<file path="config.mk">
export PLATFORM = sky130hd
export DESIGN_NAME = ieee_to_flopoco
export DESIGN_NICKNAME = d
export VERILOG_FILES = /design/src/rtl/ieee_to_flopoco.sv
export SDC_FILE = /design/constraint.sdc
export NUM_CORES = 1
export LEC_CHECK = 0
export CAP_MARGIN = 20
export CORE_AREA = 2 2 154 156
export CTS_BUF_LIST = sky130_fd_sc_hd__clkbuf_16
export DETAILED_ROUTE_END_ITERATION = 6
export DIE_AREA = 0 0 156 158
export PLACE_DENSITY = 0.56
export SLEW_MARGIN = 30
export SYNTH_ARGS = -nofsm -noshare
export SYNTH_HDL_FRONTEND = slang
export SYNTH_SLANG_ARGS = --single-unit
</file>
<file path="constraint.sdc">
create_clock -name clk -period 2.2 [get_ports clk]
set_input_delay 0.55 -clock clk [delete_from_list [all_inputs] [get_ports clk]]
set_output_delay 0.55 -clock clk [all_outputs]
set_load 0.02 [all_outputs]
</file>
<file path="src/rtl/ieee_to_flopoco.sv">
// IEEE-754 double to FloPoCo (11,52) converter, two-stage pipeline.
// Subnormals flush to signed zero; NaN/inf/subnormal events are counted.
module ieee_to_flopoco #(
   parameter int CNT_W = 16
) (
   input  logic             clk,
   input  logic             rst,
   input  logic             push_in,
   input  logic [63:0]      ieee_float,
   input  logic             clear_stats,
   output logic             push_out,
   output logic [65:0]      flopoco_float,
   output logic [CNT_W-1:0] nan_count,
   output logic [CNT_W-1:0] inf_count,
   output logic [CNT_W-1:0] denorm_count
);

   localparam logic [1:0] EXN_ZERO = 2'b00;
   localparam logic [1:0] EXN_NORM = 2'b01;
   localparam logic [1:0] EXN_INF  = 2'b10;
   localparam logic [1:0] EXN_NAN  = 2'b11;

   logic [10:0] in_exp;
   logic [51:0] in_frac;
   logic        exp_zero;
   logic        exp_ones;
   logic        frac_nz;
   logic [1:0]  in_exn;

   assign in_exp   = ieee_float[62:52];
   assign in_frac  = ieee_float[51:0];
   assign exp_zero = (in_exp == 11'd0);
   assign exp_ones = &in_exp;
   assign frac_nz  = |in_frac;

   always_comb begin
      in_exn = EXN_NORM;
      unique case (1'b1)
         exp_zero:             in_exn = EXN_ZERO;
         exp_ones && !frac_nz: in_exn = EXN_INF;
         exp_ones && frac_nz:  in_exn = EXN_NAN;
         default:              in_exn = EXN_NORM;
      endcase
   end

   logic        s1_valid;
   logic [63:0] s1_word;
   logic [1:0]  s1_exn;
   logic [65:0] s1_packed;

   always_ff @(posedge clk) begin
      if (rst) begin
         s1_valid <= 1'b0;
         s1_word  <= '0;
         s1_exn   <= EXN_ZERO;
      end else begin
         s1_valid <= push_in;
         if (push_in) begin
            s1_word <= ieee_float;
            s1_exn  <= in_exn;
         end
      end
   end

   // Only normals carry a payload; every special keeps just its sign.
   assign s1_packed = (s1_exn == EXN_NORM) ?
                      {s1_exn, s1_word} :
                      {s1_exn, s1_word[63], 63'd0};

   always_ff @(posedge clk) begin
      if (rst) begin
         push_out      <= 1'b0;
         flopoco_float <= '0;
      end else begin
         push_out <= s1_valid;
         if (s1_valid) flopoco_float <= s1_packed;
      end
   end

   logic nan_hit;
   logic inf_hit;
   logic den_hit;

   assign nan_hit = push_in && (in_exn == EXN_NAN);
   assign inf_hit = push_in && (in_exn == EXN_INF);
   assign den_hit = push_in && exp_zero && frac_nz;

   function automatic logic [CNT_W-1:0] sat_inc(
      input logic [CNT_W-1:0] c,
      input logic             hit
   );
      if (hit && (c != {CNT_W{1'b1}})) return c + CNT_W'(1);
      return c;
   endfunction

   always_ff @(posedge clk) begin
      if (rst || clear_stats) begin
         nan_count    <= '0;
         inf_count    <= '0;
         denorm_count <= '0;
      end else begin
         nan_count    <= sat_inc(nan_count, nan_hit);
         inf_count    <= sat_inc(inf_count, inf_hit);
         denorm_count <= sat_inc(denorm_count, den_hit);
      end
   end

endmodule

</file>
# --- Word-level counts from Yosys, hierarchy flattened ---
# Index checks and enable logic that the tools add are counted.
totals:
  in_bits: 68
  ff_bits: 182
op_classes:
  n_eq_ne: 6
  n_reduce_logical: 14
  add_sub_neg: 3
  n_mux: 11
ops:
  columns: ["operator", "count"]
  rows:
  - ["63-bit two-way mux", 1]
  - ["52-bit OR reduction", 1]
  - ["16-bit by 1-bit adder with 16-bit output (second input constant)", 3]
  - ["16-bit two-way mux", 3]
  - ["16-bit != test (second input constant)", 3]
  - ["11-bit zero test", 1]
  - ["11-bit AND reduction", 1]
  - ["1-bit logical AND", 9]
  - ["1-bit two-way mux", 6]
  - ["2-bit one-hot mux with 3 select lines", 1]
  - ["2-bit == test (second input constant)", 2]
  - ["2-bit by 1-bit == test with 1-bit output (second input constant)", 1]
  - ["1-bit zero test", 1]
  - ["1-bit logical OR", 1]

# --- Longest topological paths before layout ---
# Gate-level depths: netlist of run 1.
depth:
  depth_word: 9
  depth_mapped: 8
  mapped_depth_nobuf: 6

# --- Least setup slack after synthesis of run 1 ---
# No wires, ideal clock.
synth_path:
  path_type: "input to register"
  startpoint: "in push_in"
  endpoint: "reg nan_count[14]"
  t_required_ns: 2.130
  arrival_ns: 2.283
  path_stages: 7
  path_slack_ns: -0.154
  setup_time_ns: 0.070
  path_cell_list: "buf_2 -> nand4_1 -> or3_1 -> buf_2 -> or4_1 -> or4_1 -> a21oi_1"
synth_between:
  elab_chain_cells: 4
synth_rtl:
  columns: ["item", "line_no", "source"]
  rows:
  - ["from (decl)", "8", "input logic push_in,"]
  - ["1-bit logical AND", "84", "assign nan_hit = push_in && (in_exn == EXN_NAN);"]
  - ["1-bit logical AND", "92", "if (hit && (c != {CNT_W{1'b1}})) return c + CNT_W'(1);"]
  - ["1-bit two-way mux", "92", null]
  - ["1-bit two-way mux", "97", "if (rst || clear_stats) begin"]
  - ["to (signal assigned)", "102", "nan_count <= sat_inc(nan_count, nan_hit);"]
  - ["to (decl)", "13", "output logic [CNT_W-1:0] nan_count,"]
# Every way passes these cells. The select of a mux whose other input is x is not followed.
# A chain may end at the register's enable or synchronous reset.

# --- Final worst setup path of run 1 ---
layout_path:
  startpoint: "in ieee_float[30]"
  endpoint: "reg inf_count[7]"
layout_between:
  elab_chain_cells: 9
  elab_cells_between_ends: 10
  cone_classes: "eq/ne (1); mux (3); reduce/logical (6)"
layout_rtl:
  columns: ["item", "line_no", "source"]
  rows:
  - ["from (decl)", "9", "input logic [63:0] ieee_float,"]
  - ["52-bit OR reduction *", "34", "assign frac_nz = |in_frac;"]
  - ["1-bit zero test", "40", "exp_ones && !frac_nz: in_exn = EXN_INF;"]
  - ["1-bit logical AND", "40", null]
  - ["2-bit one-hot mux with 3 select lines *", "38", "unique case (1'b1)"]
  - ["2-bit == test *", "85", "assign inf_hit = push_in && (in_exn == EXN_INF);"]
  - ["1-bit logical AND *", "85", null]
  - ["1-bit logical AND *", "92", null]
  - ["1-bit two-way mux *", "92", null]
  - ["1-bit two-way mux *", "97", null]
  - ["to (signal assigned)", "103", "inf_count <= sat_inc(inf_count, inf_hit);"]
  - ["to (decl)", "14", "output logic [CNT_W-1:0] inf_count,"]
# Every way passes the cells marked *; elsewhere a longest branch is shown, timed or not. The select of a mux whose other input is x is not followed.

==> run summary, run 1 <==
run status: complete, but fails checks
failing checks: setup timing
Seq pwr share: 0.496
max cap viols: 0
DRC viols: 0
Layout Cells excl Fill: 1383
Final Hold Fails: 0
hold slack: 369 ps
detailed-route wire length: 22500 microns
RSZ-0062 raised after global routing: yes
Pwr Density: 623 mW/mm^2
Lkg Pwr: 4.24 nW
H-tree Lvls: 4
first-pass GRT wire length: 36000 microns
Ys Warns: 0
VDD IR-drop max: 0.472 mV
initial antenna violation count: 2
Max Fanout on Critical Path: 6
largest net degree at the start of global routing: 136
Syn-to-layout area delta: 48.9%
Vias: 7017
Vias/cell: 5.07
clock share of power: 0.427
worst setup path category: input pin to register
Synth Cell Area: 0.00745 sq mm
Max Freq: 450 MHz
worst path cell trace: buf_6, nor4_4, buf_4, nand4_1, or4_4, buf_12, buf_16, o31a_1, o21a_1
commonest non-fill, non-tap cell in the layout: dfxtp_1
Die X: 156 microns
relative slew slack: 0.503
post-DR wirelength/cell: 16.3 microns
TritonCTS clock tree: done
Initial Utilization: 0.323
Buffers on Ports: 182
Main synth FF type: dfxtp_1
setup TNS: -20.0 ps
Netlist cell types: 39
fraction of registers with async set/reset: 0
Detail Placement HPWL: 14800 microns
largest cells by area after synthesis: dfxtp_1, mux2i_1, nor2_1, a21oi_1, nor2b_1
Rows: 56
Final GP Congestion: 0.744
post-synthesis cell count: 844
Clk pin slew, worst setup/hold paths: 70 ps
commonest non-fill, non-tap cells in the layout: dfxtp_1, nor2_1, clkdlybuf4s50_1
largest family of logic cells by synthesized area: simple AND/OR/NAND/NOR gates
Mapped Nets: 915
core region area: 0.0231 sq mm
worst stage delay on the critical path: 610 ps
Adder-Cell Fraction of Synth Area: 0.00504
ANT nets after route: 0
Hold Crit Class: input pin to register
post-route setup slack: -20.0 ps
compound-cell area share of the yosys netlist: 0.122
vias in the first global route: 6888
Sw Pwr: 1.78 mW
final core occ: 0.481
Syn Area/Cell: 8.83 sq um
DRT Pass-1 Iters: 5
Final min period: 2220 ps
Post-synth EDFFs: 0
Critical Path End Type: register
switching part of the total: 0.258
Final Net Count: 1152
Final Power: 6.91 mW
CP startpoint kind: input pin
ant diodes: 0
GR Util All Layers: 0.183
final setup fails: 1
GRT overflow: 0
DRT iter0 DRCs: 336
crit share post-route: 1.01
Least-Margin Pin Slew: 746 ps
Max Buffers Root-to-Sink: 2
final instance area: 0.0111 sq mm
largest area contributor in the netlist: dfxtp_1
share of the synthesized area in the top cell type: 0.489
placed standard-cell area: 0.0102 sq mm
# IOs: 183
Slowest-stage cell, CP: or4_4
Clock Sinks: 182
synthesized flop and latch total: 182
Gate power share: 0.078
share of cells above drive strength 1: 0.185
Worst Path Arrival: 2550 ps
TritonCTS Buffers: 17
post-synthesis mux area share: 0.0927
Max Slew Vio Count: 0
post-synthesis simple-gate area fraction: 0.258
CP top delay family: simple AND/OR/NAND/NOR gates
clk_lat worst skew: 430 ps
Synth Area in XOR/XNOR: 0
Internal: 5.13 mW
die area: 0.0246 sq mm
number of fill cells in the layout: 2243
clock root cell: clkbuf_16
pre-CTS setup slack: -1020 ps
Die Span Y: 158 microns
WP data required: 2530 ps
placed cells: 1343
sequential share of the synthesized area: 0.489
CP Buf/Inv Count: 4
Clock Skew: 12.1 ps
[routing by layer]
metal / routed length, microns / GRT usage / share of wire / vias to the layer above
li1: - / - / - / 3492
met1: 10200 / 0.228 / 0.45 / 3319
met2: 10400 / 0.299 / 0.46 / 174
met3: 1670 / 0.0698 / 0.074 / 28
met4: 280 / 0.0459 / 0.012 / 4
met5: 25 / 0 / 0.0011 / -
[worst paths after layout]
| path | start | end | slack [ps] | cells past startpoint |
|---|---|---|---|---|
| setup / recovery | ieee_float[30] | inf_count[7] | -20 | 9 |
| hold / removal | ieee_float[39] | s1_word[39] | 370 | 3 |
| setup reg to reg | denorm_count[0] | denorm_count[15] | 180 | 8 |
| hold reg to reg | s1_word[35] | flopoco_float[35] | 490 | 2 |
[power groups by stage]
stage	Clock, mW	Sequential, mW	Combinational (mW)
finish	2.95	3.42	0.538
CTS	3.05	3.42	0.538
global placement	0	3.50	0.551
detailed placement	0	3.50	0.556
global route	3.16	3.43	0.589
floorplan	0	3.50	0.233
[cells by family (layout without fill, tap and decap cells)]
group | count (synthesis) | in the layout
AOI/OAI and AO/OA | 157 | 157
and+or+nand+nor | 371 | 371
muxes | 69 | 69
DFF | 182 | 182
adders and majority gates | 3 | 3
buffers and inverters | 62 | 311
[cell usage after synthesis, drive strengths merged, types with 2 or more instances]
master / count
a21oi: 103
and2: 2
and3: 5
and4: 8
buf: 10
clkbuf: 50
dfxtp: 182
ha: 3
inv: 2
mux2i: 69
nand2: 32
nand2b: 2
nand3: 21
nand4: 20
nand4b: 3
nor2: 143
nor2b: 65
nor3: 3
nor4: 23
o211ai: 2
o21a: 3
o21ai: 10
o311ai: 2
o31a: 2
o31ai: 25
o41ai: 6
or2: 4
or3: 6
or4: 32
[flip-flops by register name, summed over array words and instances, names as in the netlist]
register       count
s1_exn             2
s1_valid           1
inf_count         16
push_out           1
denorm_count      16
s1_word           64
flopoco_float     66
nan_count         16
[repair_timing]
action | in CTS | in global routing
gates resized for setup | 106 | 88
hold buffers | 0 | 0
pin swaps | 34 | 24
buffers inserted | 5 | 4
endpoints found under the setup margin | 49 | 49
gates cloned | 2 | 0
[tightest hold or removal path: cells and delay by family]
family	cells	cell delay (ps)
mux	1	60
buf+inv	1	80
simple gates	1	70
[cell type report]
cell class	count	area, sq um	share of cell area
clock inverters	14	139	0.0125
clock buffers	17	425	0.0384
repair buffers	278	2610	0.235
flip-flops and latches	182	3650	0.329
inverters	2	7.51	0.000677
well taps	290	363	0.0327
multi-input cells	600	3900	0.352
Note: power is estimated with default switching activity, not from simulation.
==> run 2: changes to the inputs <==
Settings changed: CORE_AREA 2 2 154 156 to 5 5 157 159, DIE_AREA 0 0 156 158 to 0 0 162 164, PLACE_DENSITY 0.56 to unset.
==> run summary, run 2 (synthesis gave the netlist of run 1 again) <==
number of fill cells in the layout: 2249 (+0.27%)
DRT Pass-1 Iters: 5 (unchanged)
vias in the first global route: 7047 (+2.3%)
post-DR wirelength/cell: 16.6 microns (+1.7%)
initial antenna violation count: 5 (+3)
Die X: 162 microns (+3.8%)
Pwr Density: 624 mW/mm^2 (+0.20%)
reg2reg setup slack: 60 ps (-120 ps)
pre-CTS setup slack: -1080 ps (-62.3 ps)
largest net degree at the start of global routing: 136 (unchanged)
max FFs per register: 66 (unchanged)
ANT nets after route: 0 (unchanged)
reg2reg end: nan_count[14]
Clk pin slew, worst setup/hold paths: 70 ps (about the same)
Final Net Count: 1165 (+1.1%)
Slowest-stage cell, CP: or4_4
# IOs: 183 (unchanged)
Hold Crit Class: input pin to register
Vias: 7115 (+1.4%)
Lkg Pwr: 4.39 nW (+3.6%)
Buffers on Ports: 182 (unchanged)
TritonCTS Buffers: 17 (unchanged)
final instance area: 0.0112 sq mm (+1.2%)
core region area: 0.0231 sq mm (+0.30%)
WP data required: 2550 ps (+20 ps)
Worst Path Arrival: 2630 ps (+80 ps)
relative slew slack: 0.469 (-0.0336)
CP startpoint kind: input pin
Max Buffers Root-to-Sink: 2 (unchanged)
Max Fanout on Critical Path: 6 (unchanged)
commonest non-fill, non-tap cell in the layout: dfxtp_1
Initial Utilization: 0.322 (-0.000979)
max cap viols: 0 (unchanged)
Vias/cell: 5.08 (about the same)
Die Span Y: 164 microns (+3.8%)
Final min period: 2270 ps (+54.1 ps)
crit share post-route: 1.03 (+0.0246)
Max Freq: 440 MHz (-2.4%)
detailed-route wire length: 23200 microns (+3.0%)
Clock Sinks: 182 (unchanged)
Worst Hold Launch: ieee_float[29]
run status: complete, but fails checks
RR Startpoint: nan_count[2]
Largest regs: flopoco_float (66), s1_word (64)
clk_lat worst skew: 430 ps (about the same)
VDD IR-drop max: 0.446 mV (-5.5%)
Syn-to-layout area delta: 50.6%
CP Buf/Inv Count: 3 (-1)
TritonCTS clock tree: done
commonest non-fill, non-tap cells in the layout: dfxtp_1, nor2_1, clkdlybuf4s50_1
post-route setup slack: -74.1 ps (-54.1 ps)
GR Util All Layers: 0.172 (-0.0112)
Worst R2R Path Depth: 5 (-3)
DRC viols: 0 (unchanged)
hold path endpoint: s1_word[29]
CP top delay family: simple AND/OR/NAND/NOR gates
Final Hold Fails: 0 (unchanged)
Least-Margin Pin Slew: 796 ps (+50.4 ps)
first-pass GRT wire length: 37100 microns (+3.1%)
Final GP Congestion: 0.802 (+7.8%)
Biggest register: flopoco_float
share of cells above drive strength 1: 0.192 (+0.00670)
failing checks: setup timing
DRT iter0 DRCs: 372 (+11%)
die area: 0.0266 sq mm (+7.8%)
RSZ-0062 raised after global routing: yes
Detail Placement HPWL: 15700 microns (+5.7%)
Critical Path End Type: register
GRT overflow: 0 (unchanged)
clock root cell: clkbuf_16
hold path depth: 3 (unchanged)
worst path cell trace: buf_8, nor4_4, buf_4, nand4_1, or4_4, buf_12, or4_4, a21oi_2
worst stage delay on the critical path: 540 ps (-70 ps)
Max Slew Vio Count: 0 (unchanged)
H-tree Lvls: 4 (unchanged)
Rows: 56 (unchanged)
final setup fails: 3 (+2)
Critical Path Most Common Cell: or4_4
worst setup path category: input pin to register
Clock Skew: 19.7 ps (+7.58 ps)
placed standard-cell area: 0.0102 sq mm (+0.53%)
==> run 2: what timing repair did <==
item                                    4_1_cts  5_1_grt
endpoints found under the setup margin       49       51
hold buffers                                  0        0
gates cloned                                  3        1
buffers inserted                              8        0
pin swaps                                    38       23
gates resized for setup                     110       75
==> run 2: layer usage <==
| metal | GRT usage | part of all wire | wire length [microns] |
|---|---|---|---|
| met1 | 0.218 | 0.45 | 10400 |
| met5 | 0 | 0.00056 | 13 |
| met3 | 0.0650 | 0.080 | 1870 |
| met4 | 0.0373 | 0.0090 | 209 |
| met2 | 0.281 | 0.46 | 10700 |
==> run 2: worst max-delay path by stage <==
stage	cells past startpoint	startpoint	slack [ps]	to
after detailed placement	8	ieee_float[20]	-1080	inf_count[3]
after CTS	8	ieee_float[23]	-130	inf_count[3]
after global placement	8	ieee_float[20]	-1000	inf_count[2]
final	8	ieee_float[21]	-70	inf_count[15]
after global routing	7	ieee_float[4]	-130	inf_count[15]
after floorplan	7	ieee_float[6]	-30	inf_count[0]
==> run 2: final cells by class <==
type / count / area (sq um) / share of cell area
tap: 290 / 363 / 0.0323
multi-input combinational: 600 / 3910 / 0.348
sequential: 182 / 3650 / 0.325
antenna: 4 / 10.0 / 0.000892
clock buffer: 17 / 425 / 0.0379
clock inverter: 15 / 161 / 0.0144
inverter: 2 / 7.51 / 0.000669
timing repair buffer: 291 / 2690 / 0.240
==> run 2: worst register-to-register path, cell delays in order, from the launching register on <==
cell,delay (ps)
dfxtp_1,490
and4_1,270
nand2_1,140
or4_4,510
or4_1,520
a21oi_1,150
==> run 2: through the flow <==
stage | hold WS (ps) | utilization | power [mW] | TNS, ps | cells
3_5_place_dp | 470 | 0.443 | 4.06 | -42250 | 1354
3_3_place_gp | 465 | 0.443 | 4.05 | -39430 | 1354
6_report | 370 | 0.485 | 7.00 | -99.4 | 1401
4_1_cts | 432 | 0.480 | 7.07 | -840 | 1397
5_1_grt | 362 | 0.485 | 7.29 | -460 | 1401
2_1_floorplan | 454 | - | 3.74 | -160 | 844
==> run 2: where the power goes <==
part           leakage, nW  switching (mW)  internal (mW)
clock                0.292            1.51           1.53
sequential            1.48          0.0434           3.38
combinational         2.62           0.281          0.255
